**src/rtl/rob_inorder_retire.sv**
```systemverilog
// Reorder buffer: allocates tags in order, accepts completions in any order and
// retires payloads strictly in allocation order over a valid/ready output.
module rob_inorder_retire #(
  parameter int unsigned DATA_W = 8,
  parameter int unsigned DEPTH  = 8,
  localparam int unsigned TAG_W = $clog2(DEPTH)
) (
  input  logic              clk,
  input  logic              rst,
  input  logic              alloc_req_i,
  output logic              alloc_gnt_o,
  output logic [TAG_W-1:0]  alloc_tag_o,
  input  logic              cpl_valid_i,
  input  logic [TAG_W-1:0]  cpl_tag_i,
  input  logic [DATA_W-1:0] cpl_data_i,
  output logic              cpl_err_o,
  output logic              out_valid_o,
  input  logic              out_ready_i,
  output logic [DATA_W-1:0] out_data_o,
  output logic [TAG_W-1:0]  out_tag_o,
  input  logic              flush_i,
  output logic [TAG_W:0]    count_o,
  output logic              full_o,
  output logic              empty_o
);

  localparam logic [TAG_W:0] DepthCnt = (TAG_W+1)'(DEPTH);
  localparam logic [TAG_W:0] PtrOne   = (TAG_W+1)'(1);

  logic [DATA_W-1:0] data_q [DEPTH];
  logic [DEPTH-1:0]  alloc_q, alloc_d;
  logic [DEPTH-1:0]  done_q, done_d;
  logic [TAG_W:0]    head_q, head_d;
  logic [TAG_W:0]    tail_q, tail_d;
  logic              cpl_err_q, cpl_err_d;

  logic [TAG_W-1:0]  head_idx, tail_idx;
  logic              cpl_legal;
  logic              retire;

  assign head_idx = head_q[TAG_W-1:0];
  assign tail_idx = tail_q[TAG_W-1:0];

  // Occupancy comes from registered pointers only; the wrap bit disambiguates full/empty.
  assign count_o = tail_q - head_q;
  assign full_o  = (count_o == DepthCnt);
  assign empty_o = (count_o == '0);

  assign alloc_gnt_o = alloc_req_i && !full_o && !flush_i;
  assign alloc_tag_o = tail_idx;

  assign out_valid_o = alloc_q[head_idx] && done_q[head_idx];
  assign out_data_o  = data_q[head_idx];
  assign out_tag_o   = head_idx;
  assign retire      = out_valid_o && out_ready_i;

  // Judged against pre-edge state: a same-cycle allocation of the same index is not yet visible.
  assign cpl_legal = cpl_valid_i && alloc_q[cpl_tag_i] && !done_q[cpl_tag_i];

  assign cpl_err_o = cpl_err_q;

  always_comb begin
    alloc_d   = alloc_q;
    done_d    = done_q;
    head_d    = head_q;
    tail_d    = tail_q;
    cpl_err_d = 1'b0;
    if (flush_i) begin
      alloc_d = '0;
      done_d  = '0;
      head_d  = '0;
      tail_d  = '0;
    end else begin
      cpl_err_d = cpl_valid_i && !cpl_legal;
      if (retire) begin
        alloc_d[head_idx] = 1'b0;
        done_d[head_idx]  = 1'b0;
        head_d            = head_q + PtrOne;
      end
      if (cpl_legal) begin
        done_d[cpl_tag_i] = 1'b1;
      end
      if (alloc_gnt_o) begin
        alloc_d[tail_idx] = 1'b1;
        done_d[tail_idx]  = 1'b0;
        tail_d            = tail_q + PtrOne;
      end
    end
  end

  always_ff @(posedge clk or posedge rst) begin
    if (rst) begin
      alloc_q   <= '0;
      done_q    <= '0;
      head_q    <= '0;
      tail_q    <= '0;
      cpl_err_q <= 1'b0;
    end else begin
      alloc_q   <= alloc_d;
      done_q    <= done_d;
      head_q    <= head_d;
      tail_q    <= tail_d;
      cpl_err_q <= cpl_err_d;
    end
  end

  // Payload storage needs no reset; it is only observed once its done bit is set.
  always_ff @(posedge clk) begin
    if (cpl_legal && !flush_i) begin
      data_q[cpl_tag_i] <= cpl_data_i;
    end
  end

endmodule
```
**config.mk**
```make
export PLATFORM = sky130hd
export DESIGN_NAME = rob_inorder_retire
export DESIGN_NICKNAME = d
export VERILOG_FILES = /design/src/rtl/rob_inorder_retire.sv
export SDC_FILE = /design/constraint.sdc
export NUM_CORES = 1
export LEC_CHECK = 0
export CORE_MARGIN = 1.5
export CORE_UTILIZATION = 58
export CTS_BUF_LIST = sky130_fd_sc_hd__clkbuf_16
export CTS_CLUSTER_SIZE = 30
export DETAILED_ROUTE_END_ITERATION = 8
export GPL_TIMING_DRIVEN = 0
export HOLD_SLACK_MARGIN = 0.15
export PLACE_DENSITY = 0.84
export SLEW_MARGIN = 30
export SYNTH_ARGS = -nofsm -noshare
export SYNTH_HDL_FRONTEND = slang
export SYNTH_SLANG_ARGS = --single-unit
export TNS_END_PERCENT = 1
```
**constraint.sdc**
```tcl
create_clock -name clk -period 3.7 [get_ports clk]
set_clock_uncertainty 0.1 [all_clocks]
set_input_delay 0.555 -clock clk [delete_from_list [all_inputs] [get_ports clk]]
set_output_delay 0.555 -clock clk [all_outputs]
set_load 0.005 [all_outputs]
```
# [After elaboration in Yosys (flattened, before gate mapping)]
# Memory sizes are Yosys's and may differ from the RTL's.
# Cells that the tools add are included.
[totals] inputBits=17 regBits=25 memories=1 ramBits=64
[op_classes] eq_ne=1 magnitude_cmp=6 n_mux=31 n_addsub=3 bitwise_logic=7 n_reduce_logical=18
[memory_table] memory="data_q" words=8 width=8 rd=1 rd_clocked_by_memory_dff=0 wr=1 line_no="30" text="logic [DATA_W-1:0] data_q [DEPTH];"
[ops] operator="2-to-1 mux 8 bit" n=10
[ops] operator="AND 8 bit" n=3
[ops] operator="2-to-1 mux 4 bit" n=4
[ops] operator="NOT 8 bit" n=2
[ops] operator="bitwise OR 8 bit" n=2
[ops] operator="binary-select mux 1 bit (select 3 bit)" n=4
[ops] operator="less-than comparator 3 x 4 -> 1 bit, second input constant" n=3
[ops] operator="logical AND 1 bit" n=11
[ops] operator="2-to-1 mux 1 bit" n=10
[ops] operator="demux 1 bit (select 3 bit)" n=3
[ops] operator=">= comparator 3 x 1 -> 1 bit, second input constant" n=3
[ops] operator="adder 4 x 1 -> 4 bit, second input constant" n=2
[ops] operator="== test 4 bit, second input constant" n=1
[ops] operator="logical NOT 1 bit" n=4
[ops] operator="logical NOT 4 bit" n=1
[ops] operator="nonzero test 2 bit" n=2
[ops] operator="subtractor 4 bit" n=1

# [Logic depth before layout (Yosys ltp)]
[logic_depth] ltp_word=14 mapped_depth=10 ltp_nobuf=9

# [Worst setup path before layout]
# OpenSTA, ideal clock, no wires.
[synth_path] path_kind="reg2out" from="reg head_q[2]" to="out full_o" path_slack_ns=1.018 arrival_ns=2.027 n_path_buf=3 path_stages_with_launch=10 path_cell_list="dfrtp_1 > buf_4 > inv_1 > buf_2 > ha_1 > xor2_1 > nor3_1 > nand3_1 > inv_1 > buf_2"
[synth_via] elab_chain_cells=2
[synth_lines] element="start: declaration" line_no="33" text="logic [TAG_W:0] head_q, head_d;"
[synth_lines] element="start signal: assignment" line_no="95" text="head_q <= '0;"
[synth_lines] element="start signal: assignment" line_no="101" text="head_q <= head_d;"
[synth_lines] element="subtractor 4 bit" line_no="45" text="assign count_o = tail_q - head_q;"
[synth_lines] element="net count_o[2]" line_no="22" text="output logic [TAG_W:0] count_o,"
[synth_lines] element="== test 4 bit" line_no="46" text="assign full_o = (count_o == DepthCnt);"
[synth_lines] element="end: declaration" line_no="23" text="output logic full_o,"
# The timed path passes the listed nets, and every way through them passes these cells.

# [Worst setup path in the final report]
[layout_path] from="reg head_q[2]" to="out full_o"
[layout_via] elab_chain_cells=2
[layout_lines] element="subtractor 4 bit" line_no="45"
[layout_lines] element="== test 4 bit" line_no="46"
# No other way between the ends.

==> flow_summary_export.csv <==
group,metric,value,unit
cells_and_area,final_nets,440,
floorplan,floorplan.core_area,7370,sq um
clock_network,buffer_type_at_the_clock_tree_root,"sky130_fd_sc_hd__clkbuf_16",
yosys,synth.net_count,389,
status,run_status,"completed",
worst_setup_path,worst-endpoint-arrival,2.95,ns
cells_and_area,filler_cell_count,492,
detailed_routing,routed_wl,11080,um
sta,max_freq,0.2772,GHz
floorplan,io_pins,40,
clock_network,cts.reportedPaths.clkPinSlew,0.07,ns
sta,postLayoutSetupSlackWorst,0.09261,ns
worst_setup_path,critical_path.endpoint_type,"primary output",
worst_setup_path,rr_worst_depth,8,
pwr,finalPower,2.523,mW
yosys,synthArstFlopShare,28.09,%
global_route,via_count_of_the_first_global_routing_pass,3212,
worst_setup_path,critical_path.reg2reg.endpoint,"tail_q[2]$_DFFE_PP0P_",
sta,tightestPinTransition,0.9203,ns
floorplan,starting_density,60.76,%
detailed_routing,dr.pass1.iters,5,
worst_setup_path,criticalPathCategory,"register to primary output",
sta,relSlewSlack,38.31,%
pwr,total_leakage_power,1.891,nW
clock_network,clock_sink_count,89,
placed_design,pre_cts_slack,-0.1154,ns
yosys,synth.yosys.seq_area_share,56.89,%
worst_setup_path,reg2reg_setup_slack,0.92,ns
cells_and_area,multi_input_area,1757,sq um
placed_design,gp_congestion,0.9461,
global_route,antenna_found_initial,0,
floorplan,die_x,90.87,um
yosys,ys.flop_type,"sky130_fd_sc_hd__edfxtp_1",
detailed_routing,detail_route.drc_violations,0,
cells_and_area,final_area,5345,sq um
sta,slew_viol_final,0,
worst_hold_path,hold_path_end,"alloc_q[6]$_DFF_PP0_",
worst_hold_path,min_path_type,"register to register",
clock_network,htree_num_levels,3,
clock_network,cts.path.max_buffers,2,
yosys,netlist_instances,366,
placed_design,placement.io_buffers,37,
yosys,synthesized_area_divided_by_synthesized_cell_count,12.24,sq um
pwr,p_per_area,472.0,nW/um^2
placed_design,placedInstanceArea,4975,sq um
global_route,overall_track_demand_over_capacity_in_global_routing,28.24,%
clock_network,tritoncts,"built",
clock_network,clk-insertion-delay-late,0.34,ns
floorplan,floorplan.rows,31,
worst_setup_path,worst_ep_required_time,3.04,ns
floorplan,die_height,90.87,um
placed_design,place_inst,502,
global_route,grt_max_degree,26,
worst_setup_path,cp-start-kind,"register",
detailed_routing,routed-via-count,3430,
worst_setup_path,r2r-start,"head_q[2]$_DFFE_PP0P_",
yosys,ys_warn_count,0,
detailed_routing,avgViaCountPerCell,6.583,
cells_and_area,flow.area_growth_from_synthesis,19.36,%
yosys,netlist_area,4478,sq um
detailed_routing,avgRoutedWirePerCell,21.27,um
detailed_routing,drt_iter0_markers,464,
yosys,synth_seq_cells,89,
detailed_routing,antenna_violating_nets_post_route,0,
global_route,grt_overflow_total,0,
sta,fin_worst_hold_slack,0.4602,ns
clock_network,cts-buffers-inserted,9,
worst_setup_path,timing.critical_path.fanout_max,10,
cells_and_area,seqCellArea,2550,sq um
cells_and_area,num_antenna_cells,0,
yosys,number_of_flops_mapped_to_enable_cells_by_yosys,64,
floorplan,fp.dieArea,8256,sq um
cells_and_area,layout-drive-gt1-share,16.59,%
pwr,ir_worst_vdd,0.0002930,V
placed_design,place_hpwl,7357,um
job,drv.max_cap_violation_count,0,
sta,post-route-min-period,3.607,ns
sta,setup_viol,0,
yosys,synth.lib_cells_used.distinct,65,
sta,hold_violations,0,
cells_and_area,final_cells,521,
worst_hold_path,min_delay_path_depth,2,
sta,layout_worst_path_cycle_share,97.50,%
global_route,grt_first_pass_wirelength,17530,um
worst_hold_path,worst_hold_startpoint,"alloc_q[6]$_DFF_PP0_",
[worst max-delay path by stage]
| stage | cells past startpoint | slack, ns | startpoint | endpoint |
|---|---|---|---|---|
| 2_1_floorplan | 9 | 1.02 | head_q[2]$_DFFE_PP0P_ | full_o |
| 3_3_place_gp | 10 | -0.04 | head_q[2]$_DFFE_PP0P_ | full_o |
| 3_5_place_dp | 10 | -0.12 | head_q[1]$_DFFE_PP0P_ | full_o |
| 4_1_cts | 10 | 0.01 | head_q[2]$_DFFE_PP0P_ | full_o |
| 5_1_grt | 10 | -0.006 | tail_q[0]$_DFFE_PP0P_ | full_o |
| 6_report | 10 | 0.09 | head_q[2]$_DFFE_PP0P_ | full_o |
[flip-flops by register name (all words and copies together), names as in the netlist]
signal	flops
data_q	64
done_q	8
tail_q	4
alloc_q	8
cpl_err_o	1
head_q	4
[cells in the final DEF, fill, tap and decap left out, types with 4 or more instances in the layout]
cell	synthesis	routed
sky130_fd_sc_hd__o21a_1	4	4
sky130_fd_sc_hd__nor3_1	7	5
sky130_fd_sc_hd__clkbuf_1	9	9
sky130_fd_sc_hd__nand2_1	23	23
sky130_fd_sc_hd__inv_1	10	8
sky130_fd_sc_hd__mux4_2	4	4
sky130_fd_sc_hd__dfrtp_1	25	23
sky130_fd_sc_hd__buf_6	4	5
sky130_fd_sc_hd__buf_4	8	12
sky130_fd_sc_hd__nand4_1	5	5
sky130_fd_sc_hd__clkbuf_16	0	9
sky130_fd_sc_hd__and2_1	6	6
sky130_fd_sc_hd__a221oi_1	9	9
sky130_fd_sc_hd__nand2b_1	4	4
sky130_fd_sc_hd__nor2_1	29	25
sky130_fd_sc_hd__a21oi_1	10	10
sky130_fd_sc_hd__nand3_1	14	13
sky130_fd_sc_hd__a22oi_1	5	5
sky130_fd_sc_hd__nor2_2	0	4
sky130_fd_sc_hd__clkdlybuf4s50_1	0	37
sky130_fd_sc_hd__o21ai_0	15	14
sky130_fd_sc_hd__and3_1	4	4
sky130_fd_sc_hd__ha_1	5	5
sky130_fd_sc_hd__nor2b_1	12	12
sky130_fd_sc_hd__edfxtp_1	64	64
sky130_fd_sc_hd__mux2i_1	13	13
sky130_fd_sc_hd__mux2_2	9	9
sky130_fd_sc_hd__o311ai_0	5	5
[cell families after synthesis]
group,share of synthesized area [%]
AO/OA/AOI/OAI,15.14
XOR/XNOR,0.7825
adder cells (fa/ha/maj),1.844
buffers and inverters,4.666
flip-flops,56.89
multiplexers,7.432
AND/OR/NAND/NOR,13.24
[critical path, stage by stage, from the launching register on]
cell and delay (ns):
sky130_fd_sc_hd__dfrtp_2 0.42, sky130_fd_sc_hd__buf_4 0.23, sky130_fd_sc_hd__inv_2 0.08, sky130_fd_sc_hd__buf_6 0.15, sky130_fd_sc_hd__ha_1 0.33, sky130_fd_sc_hd__xor2_1 0.22
sky130_fd_sc_hd__nor3_2 0.22, sky130_fd_sc_hd__nand3_2 0.16, sky130_fd_sc_hd__inv_1 0.10, sky130_fd_sc_hd__buf_4 0.17, sky130_fd_sc_hd__clkdlybuf4s50_1 0.53
[routing by layer]
metal,track usage [%],share of wire (%),vias up
met3,7.155,10,25
met4,7.422,1.7,0
li1,-,-,1499
met5,0,0,-
met2,42.29,46,229
met1,41.34,42,1677
[timing repair]
action	4_1_cts	5_1_grt
pin swaps	1	2
setup buffers	1	2
hold buffers	0	0
resized for setup	10	3
endpoints found under the setup margin	3	2
[Yosys cell counts (3+ instances only)]
cell,n,area (sq um)
sky130_fd_sc_hd__a21o_1,3,22.52
sky130_fd_sc_hd__a21oi_1,10,50.05
sky130_fd_sc_hd__a221oi_1,9,78.83
sky130_fd_sc_hd__a22o_1,3,26.28
sky130_fd_sc_hd__a22oi_1,5,37.54
sky130_fd_sc_hd__and2_1,6,37.54
sky130_fd_sc_hd__and3_1,4,25.02
sky130_fd_sc_hd__buf_2,5,25.02
sky130_fd_sc_hd__buf_4,8,60.06
sky130_fd_sc_hd__buf_6,4,45.04
sky130_fd_sc_hd__clkbuf_1,9,33.78
sky130_fd_sc_hd__dfrtp_1,25,625.6
sky130_fd_sc_hd__edfxtp_1,64,1922
sky130_fd_sc_hd__ha_1,5,62.56
sky130_fd_sc_hd__inv_1,10,37.54
sky130_fd_sc_hd__mux2_2,9,101.4
sky130_fd_sc_hd__mux2i_1,13,130.1
sky130_fd_sc_hd__mux4_2,4,90.09
sky130_fd_sc_hd__nand2_1,23,86.33
sky130_fd_sc_hd__nand2b_1,4,25.02
sky130_fd_sc_hd__nand3_1,14,70.07
sky130_fd_sc_hd__nand4_1,5,31.28
sky130_fd_sc_hd__nor2_1,29,108.9
sky130_fd_sc_hd__nor2b_1,12,75.07
sky130_fd_sc_hd__nor3_1,7,35.03
sky130_fd_sc_hd__o21a_1,4,30.03
sky130_fd_sc_hd__o21ai_0,15,75.07
sky130_fd_sc_hd__o22a_1,3,26.28
sky130_fd_sc_hd__o22ai_1,3,18.77
sky130_fd_sc_hd__o311ai_0,5,43.79
sky130_fd_sc_hd__xor2_1,3,26.28
[cell type report]
| cell class | count | area share [%] |
|---|---|---|
| buffer | 27 | 3.301 |
| clock buffer | 9 | 4.213 |
| clock inverter | 7 | 1.451 |
| inverter | 11 | 0.7959 |
| multi-input combinational | 239 | 32.87 |
| sequential | 89 | 47.71 |
| tap | 99 | 2.317 |
| timing repair buffer | 40 | 7.350 |
[through the flow]
| stage | util (%) | setup TNS [ns] |
|---|---|---|
| global placement | 67.47 | -0.03751 |
| CTS | 72.05 | 0 |
| floorplan | - | 0 |
| global route | 72.53 | -0.005919 |
| finish | 72.53 | 0 |
| detailed placement | 67.50 | -0.1154 |
[power breakdown]
part           leakage, nW  switching, mW  total [mW]  internal, mW
Sequential           0.917         0.0412        1.14          1.10
Clock                0.145          0.399       0.928         0.529
Combinational        0.829          0.244       0.458         0.214
(Power assumes the default switching activity.)
